### config.mk
export PLATFORM = sky130hd
export DESIGN_NAME = data_ddr_bridge
export DESIGN_NICKNAME = d
export VERILOG_FILES = /design/src/rtl/data_ddr_bridge_pkg.sv /design/src/rtl/data_ddr_bridge_ddr_req_arbiter.sv /design/src/rtl/data_ddr_bridge.sv
export SDC_FILE = /design/constraint.sdc
export NUM_CORES = 1
export LEC_CHECK = 0
export CAP_MARGIN = 30
export CORE_ASPECT_RATIO = 1.1
export CORE_UTILIZATION = 40
export CTS_CLUSTER_DIAMETER = 50
export CTS_CLUSTER_SIZE = 25
export DETAILED_ROUTE_END_ITERATION = 12
export GPL_TIMING_DRIVEN = 0
export PLACE_DENSITY = 0.8
export SLEW_MARGIN = 10
export SYNTH_ARGS = -nofsm -noshare
export SYNTH_HDL_FRONTEND = slang
export SYNTH_SLANG_ARGS = --single-unit
### constraint.sdc
create_clock -name clk -period 2.5 [get_ports clk]
set_clock_uncertainty 0.15 [all_clocks]
set_input_delay 0.375 -clock clk [delete_from_list [all_inputs] [get_ports clk]]
set_output_delay 0.375 -clock clk [all_outputs]
set_load 0.02 [all_outputs]
### src/rtl/data_ddr_bridge_pkg.sv
// rtl/data_ddr_bridge_pkg.sv - shared state codes, request sources and length width for the data DDR bridge
package data_ddr_bridge_pkg;

  localparam int BURST_LEN_W = 10;

  localparam logic [3:0] IDLE                 = 4'd0;
  localparam logic [3:0] MEM_READ_DATA        = 4'd1;
  localparam logic [3:0] MEM_READ_JMP         = 4'd2;
  localparam logic [3:0] MEM_WRITE_DATA_STORE = 4'd9;
  localparam logic [3:0] MEM_DONE             = 4'd10;

  localparam logic [1:0] SRC_NONE  = 2'd0;
  localparam logic [1:0] SRC_READ  = 2'd1;
  localparam logic [1:0] SRC_JMP   = 2'd2;
  localparam logic [1:0] SRC_STORE = 2'd3;

  // The count sticks at all-ones so the cache's "count > depth" exit stays true.
  function automatic logic [BURST_LEN_W-1:0] sat_inc(input logic [BURST_LEN_W-1:0] v);
    return (v == '1) ? v : v + 1'b1;
  endfunction

endpackage

### src/rtl/data_ddr_bridge_ddr_req_arbiter.sv
// rtl/data_ddr_bridge_ddr_req_arbiter.sv - fixed-priority request grant with address/length latch
module ddr_req_arbiter
  import data_ddr_bridge_pkg::*;
#(
  parameter int DDR_ADDR_WIDTH = 28,
  parameter int BURST_LEN      = 16,
  parameter int JMP_BURST_LEN  = 1
) (
  input  logic                      clk,
  input  logic                      rst,
  input  logic                      grant_en,
  input  logic                      store_req,
  input  logic                      read_req,
  input  logic                      jmp_req,
  input  logic [DDR_ADDR_WIDTH-1:0] read_addr,
  input  logic [DDR_ADDR_WIDTH-1:0] write_addr,
  output logic [1:0]                grant,
  output logic [1:0]                owner,
  output logic [DDR_ADDR_WIDTH-1:0] rd_addr,
  output logic [DDR_ADDR_WIDTH-1:0] wr_addr,
  output logic [BURST_LEN_W-1:0]    rd_len,
  output logic [BURST_LEN_W-1:0]    wr_len
);

  always_comb begin
    grant = SRC_NONE;
    if (store_req)     grant = SRC_STORE;
    else if (read_req) grant = SRC_READ;
    else if (jmp_req)  grant = SRC_JMP;
  end

  always_ff @(posedge clk) begin
    if (!rst) begin
      owner   <= SRC_NONE;
      rd_addr <= '0;
      wr_addr <= '0;
      rd_len  <= '0;
      wr_len  <= '0;
    end else if (grant_en && grant != SRC_NONE) begin
      owner <= grant;
      case (grant)
        SRC_STORE: begin
          wr_addr <= write_addr;
          wr_len  <= BURST_LEN_W'(BURST_LEN);
        end
        SRC_READ: begin
          rd_addr <= read_addr;
          rd_len  <= BURST_LEN_W'(BURST_LEN);
        end
        default: begin
          rd_addr <= read_addr;
          rd_len  <= BURST_LEN_W'(JMP_BURST_LEN);
        end
      endcase
    end
  end

endmodule

### src/rtl/data_ddr_bridge.sv
// rtl/data_ddr_bridge.sv - data cache to DDR burst controller bridge; watchdog under DATA_DDR_BRIDGE_TIMEOUT_EN
module data_ddr_bridge
  import data_ddr_bridge_pkg::*;
#(
  parameter int DDR_ADDR_WIDTH = 28,
  parameter int DATA_WIDTH     = 16,
  parameter int BURST_LEN      = 16,
  parameter int JMP_BURST_LEN  = 1,
  parameter int TIMEOUT_CYCLES = 1024
) (
  input  logic                      clk,
  input  logic                      rst,
  input  logic                      DATA_read_req,
  input  logic                      DATA_store_req,
  input  logic                      JMP_ADDR_read_req,
  input  logic [DDR_ADDR_WIDTH-1:0] DATA_read_addr,
  input  logic [DDR_ADDR_WIDTH-1:0] DATA_write_addr,
  input  logic [DATA_WIDTH-1:0]     DATA_to_ddr,
  input  logic                      data_to_ddr_rdy,
  output logic [DATA_WIDTH-1:0]     DATA_to_cache,
  output logic [DDR_ADDR_WIDTH-1:0] JMP_ADDR_to_cache,
  output logic [BURST_LEN_W-1:0]    rd_cnt_data,
  output logic                      rd_burst_data_valid,
  output logic                      wr_burst_data_req,
  output logic [3:0]                state_interface_module,
  output logic                      rd_burst_req,
  output logic                      wr_burst_req,
  output logic [BURST_LEN_W-1:0]    rd_burst_len,
  output logic [BURST_LEN_W-1:0]    wr_burst_len,
  output logic [DDR_ADDR_WIDTH-1:0] rd_burst_addr,
  output logic [DDR_ADDR_WIDTH-1:0] wr_burst_addr,
  input  logic [DATA_WIDTH-1:0]     rd_burst_data,
  input  logic                      rd_burst_data_valid_in,
  input  logic                      wr_burst_data_req_in,
  output logic [DATA_WIDTH-1:0]     wr_burst_data,
  input  logic                      rd_burst_finish,
  input  logic                      wr_burst_finish
`ifdef DATA_DDR_BRIDGE_TIMEOUT_EN
  ,
  output logic                      bridge_err
`endif
);

  logic [3:0] state, next_state;
  logic [1:0] grant, owner;
  logic       owner_req;
  logic       req_pending;
  logic       in_read, in_write, beat, timeout;

  ddr_req_arbiter #(
    .DDR_ADDR_WIDTH(DDR_ADDR_WIDTH),
    .BURST_LEN     (BURST_LEN),
    .JMP_BURST_LEN (JMP_BURST_LEN)
  ) u_arb (
    .clk       (clk),
    .rst       (rst),
    .grant_en  (state == IDLE),
    .store_req (DATA_store_req),
    .read_req  (DATA_read_req),
    .jmp_req   (JMP_ADDR_read_req),
    .read_addr (DATA_read_addr),
    .write_addr(DATA_write_addr),
    .grant     (grant),
    .owner     (owner),
    .rd_addr   (rd_burst_addr),
    .wr_addr   (wr_burst_addr),
    .rd_len    (rd_burst_len),
    .wr_len    (wr_burst_len)
  );

  assign in_read  = (state == MEM_READ_DATA) || (state == MEM_READ_JMP);
  assign in_write = (state == MEM_WRITE_DATA_STORE);
  assign beat     = (in_read && rd_burst_data_valid_in) || (in_write && wr_burst_data_req_in);

  always_comb begin
    owner_req = 1'b0;
    case (owner)
      SRC_STORE: owner_req = DATA_store_req;
      SRC_READ:  owner_req = DATA_read_req;
      SRC_JMP:   owner_req = JMP_ADDR_read_req;
      default:   owner_req = 1'b0;
    endcase
  end

`ifdef DATA_DDR_BRIDGE_TIMEOUT_EN
  localparam int TO_W = $clog2(TIMEOUT_CYCLES) + 1;
  logic [TO_W-1:0] to_cnt;

  assign timeout = (in_read || in_write) && !beat && (to_cnt == TO_W'(TIMEOUT_CYCLES - 1));

  always_ff @(posedge clk) begin
    if (!rst) begin
      to_cnt     <= '0;
      bridge_err <= 1'b0;
    end else begin
      to_cnt <= ((in_read || in_write) && !beat) ? to_cnt + 1'b1 : '0;
      if (timeout) bridge_err <= 1'b1;
    end
  end
`else
  // Watchdog absent: never fires.
  assign timeout = (TIMEOUT_CYCLES < 0);
`endif

  always_ff @(posedge clk) begin
    if (!rst) state <= IDLE;
    else      state <= next_state;
  end

  always_comb begin
    next_state = state;
    case (state)
      IDLE: begin
        case (grant)
          SRC_STORE: next_state = MEM_WRITE_DATA_STORE;
          SRC_READ:  next_state = MEM_READ_DATA;
          SRC_JMP:   next_state = MEM_READ_JMP;
          default:   next_state = IDLE;
        endcase
      end
      MEM_READ_DATA, MEM_READ_JMP: if (rd_burst_finish) next_state = MEM_DONE;
      MEM_WRITE_DATA_STORE:        if (wr_burst_finish) next_state = MEM_DONE;
      MEM_DONE:                    if (!owner_req)      next_state = IDLE;
      default:                     next_state = IDLE;
    endcase
    if (timeout) next_state = MEM_DONE;
  end

  always_comb begin
    state_interface_module = state;
    rd_burst_req           = in_read && req_pending;
    wr_burst_req           = in_write && req_pending;
    wr_burst_data_req      = in_write && wr_burst_data_req_in;
  end

  always_ff @(posedge clk) begin
    if (!rst) begin
      req_pending         <= 1'b0;
      DATA_to_cache       <= '0;
      JMP_ADDR_to_cache   <= '0;
      rd_cnt_data         <= '0;
      rd_burst_data_valid <= 1'b0;
      wr_burst_data       <= '0;
    end else begin
      rd_burst_data_valid <= 1'b0;
      // Request stays up until the controller's first beat acknowledges it.
      if (state == IDLE) req_pending <= 1'b1;
      else if (beat)     req_pending <= 1'b0;

      if (state == IDLE && (next_state == MEM_READ_DATA || next_state == MEM_READ_JMP)) begin
        rd_cnt_data <= '0;
      end else if (timeout) begin
        rd_cnt_data <= '1;
      end else if (in_read && rd_burst_data_valid_in) begin
        DATA_to_cache       <= rd_burst_data;
        rd_burst_data_valid <= 1'b1;
        rd_cnt_data         <= sat_inc(rd_cnt_data);
        if (state == MEM_READ_JMP && rd_cnt_data == '0)
          JMP_ADDR_to_cache <= DDR_ADDR_WIDTH'(rd_burst_data);
      end

      if (data_to_ddr_rdy) wr_burst_data <= DATA_to_ddr;
    end
  end

endmodule
==> impl_metrics.env <==
export IMPL_setup_viol=0
export IMPL_max_slew_margin_pct=62.2
export IMPL_syn_avg_cell_area_um2=8.33
export IMPL_chipWidth_um=109
export IMPL_drc=0
export IMPL_vias_per_cell=4.79
export IMPL_finish_utilization_pct=67.4
export IMPL_setup_tns_ps=0
export IMPL_ys_seq_area_share_pct=49.8
export IMPL_status="complete, no violations"
export IMPL_clockBufferDepth=2
export IMPL_drv_cap=0
export IMPL_drt_pass1_iterations=4
export IMPL_crit_buf_inv=2
export IMPL_syn2layout_area_growth_pct=62.8
export IMPL_synthFlopType="dfxtp_1"
export IMPL_netlist_instances=604
export IMPL_cp_required_ps=1980
export IMPL_critPathMaxStageDelay_ps=610
export IMPL_crit_fanout=10
export IMPL_hold_viol=0
export IMPL_port_buffers=220
export IMPL_synth_top_cell_by_area="dfxtp_1"
export IMPL_cts_tree="done"
export IMPL_antenna_left=0
export IMPL_die_h_um=120
export IMPL_synth_area_top_cells="dfxtp_1 50%, nand2_1 11%, a21oi_1 10%"
export IMPL_ir_worst_vdd_uv=426
export IMPL_rows=42
export IMPL_htree_levels=4
export IMPL_mostFrequentLayoutCell="clkdlybuf4s50_1"
export IMPL_grt_pass1_vias=4668
export IMPL_cts_root_buf="clkbuf_16"
export IMPL_die_area_mm2=0.0130
export IMPL_power_leakage_uw=0.00310
export IMPL_crit_slowest_cell="clkdlybuf4s50_1"
export IMPL_synth_warnings=0
export IMPL_num_nets_final=972
export IMPL_hold_buffers=0
export IMPL_pin_count=252
export IMPL_drive_gt1_share_pct=10.5
export IMPL_track_usage_pct=22.1
export IMPL_crit_chain="clkbuf_2 > and4_1 > clkdlybuf4s50_1"
export IMPL_rsz0062_at_grt="no"
export IMPL_worst_slack_ps=122
export IMPL_synth_seq_cells=125
export IMPL_final_cell_mix="218 x clkdlybuf4s50_1, 153 x nand2_1, 123 x dfxtp_1, 101 x a21oi_1, 30 x conb_1"
export IMPL_start_kind="flip-flop"
export IMPL_fmax_mhz=421
export IMPL_grt_pass1_wl_um=22300
export IMPL_wl_um=14300
export IMPL_hp_class="primary input to flip-flop"
export IMPL_grt_max_degree=17
export IMPL_yosysTopAreaCellShare_pct=49.8
export IMPL_p_per_area_mw_per_mm2=664
export IMPL_clock_latency_ps=410
export IMPL_synth_edf_count=0
export IMPL_pre_cts_slack_ps=131
export IMPL_tightest_slew_ps=568
export IMPL_cts_sinks=125
export IMPL_crit_type="flip-flop to output port"
export IMPL_path_clk_slew_ps=60
export IMPL_post_dp_hpwl_um=10600
export IMPL_async_flop_share_pct=0
export IMPL_start_util_pct=41.4
export IMPL_crit_path_end_kind="output port"
export IMPL_critical_path_arrival_ps=1850
export IMPL_slew_viol_final=0
export IMPL_n_antenna_cell=0
export IMPL_gp_congestion=0.782
export IMPL_antenna_found_initial=0
export IMPL_first_iter_violations=162
export IMPL_period_needed_ps=2380
export IMPL_crit_family="buffers and inverters"
export IMPL_cts_buffers=17
export IMPL_post_route_period_util_pct=95.1
export IMPL_wire_per_inst_um=13.8
export IMPL_syn_area_mm2=0.00503
export IMPL_ys_types=47
export IMPL_grt_overflow_total=0
export IMPL_via_count=4970
export IMPL_core_mm2=0.0121
state kept, by name, indices dropped and copies added (netlist names):
signal,count
JMP_ADDR_to_cache,16
u_arb.owner,2
state_interface_module,4
u_arb.rd_len,2
wr_burst_data,16
DATA_to_cache,16
rd_burst_data_valid,1
u_arb.wr_addr,28
u_arb.wr_len,1
rd_cnt_data,10
u_arb.rd_addr,28
req_pending,1
per-stage QoR:
step	power, µW	hold WS (ps)	cell area (µm²)	cells
final	5430	295	8180	1038
after global routing	5650	321	8180	1038
after CTS	5480	289	8180	1038
after detailed placement	2860	296	7530	1007
after global placement	2850	290	7530	1007
after floorplan	2510	288	5140	633
worst paths after layout:
| path | from | end | slack [ps] | cells past startpoint |
|---|---|---|---|---|
| hold / removal | data_to_ddr_rdy | wr_burst_data[3] | 300 | 3 |
| setup / recovery | state_interface_module[0] | wr_burst_req | 120 | 3 |
| setup reg to reg | state_interface_module[1] | u_arb.rd_addr[24] | 390 | 6 |
| hold reg to reg | u_arb.rd_addr[3] | u_arb.rd_addr[3] | 300 | 2 |
routing by layer:
layer | track usage, % | up-vias | share of wire, %
li1 | - | 2519 | -
met1 | 24.5 | 2237 | 40
met2 | 36.8 | 201 | 49
met3 | 10.6 | 13 | 11
met4 | 7.18 | 0 | 1.3
met5 | 0 | - | 0
tightest hold or removal path, delay by kind of cell:
| family | cells | cell delay, ps |
|---|---|---|
| buf+inv | 1 | 200 |
| mux | 1 | 170 |
| simple gates | 1 | 70 |
where the power goes:
part / internal [µW] / leakage (µW) / switching, µW
Clock: 1700 / 0.000295 / 919
Combinational: 363 / 0.00179 / 351
Sequential: 2070 / 0.00102 / 39.7
timing repair:
| action | 4_1_cts | 5_1_grt |
|---|---|---|
| pin swaps | 1 | 0 |
| buffers inserted | 0 | 0 |
| endpoints found under the setup margin | 3 | 2 |
| gates resized for setup | 5 | 2 |
kinds of logic (layout without fill, tap and decap cells):
family / Yosys count / count (layout) / share of synthesized area, %
AND/OR/NAND/NOR: 240 / 240 / 21.7
XOR/XNOR: 1 / 1 / 0.324
AO/OA/AOI/OAI: 140 / 140 / 14.9
adder cells (fa/ha/maj): 2 / 2 / 0.498
flip-flops: 125 / 125 / 49.8
buffers and inverters: 77 / 328 / 9.13
other: 1 / 30 / 0.0746
multiplexers: 18 / 18 / 3.61
Yosys cell counts, types with 3 or more instances:
cell type	n
a21oi_1	101
and2_1	3
and4_1	4
buf_2	12
buf_4	29
buf_6	6
clkbuf_1	21
dfxtp_1	125
inv_1	7
mux2i_1	17
nand2_1	153
nand2_2	3
nand3_1	18
nand3b_1	5
nand4_1	3
nor2_1	27
nor3b_1	3
o21ai_0	23
o31ai_1	4
or3_1	4
or4_1	3
area by class of cell:
class	instances	area [µm²]
fillers	1008	3960
flip-flops and latches	125	2510
repair buffers	220	2210
multi-input cells	431	2190
clock buffers	18	439
plain buffers	70	434
well taps	154	193
clock inverters	13	190
inverters	7	26.3
(Power assumes the default switching activity.)
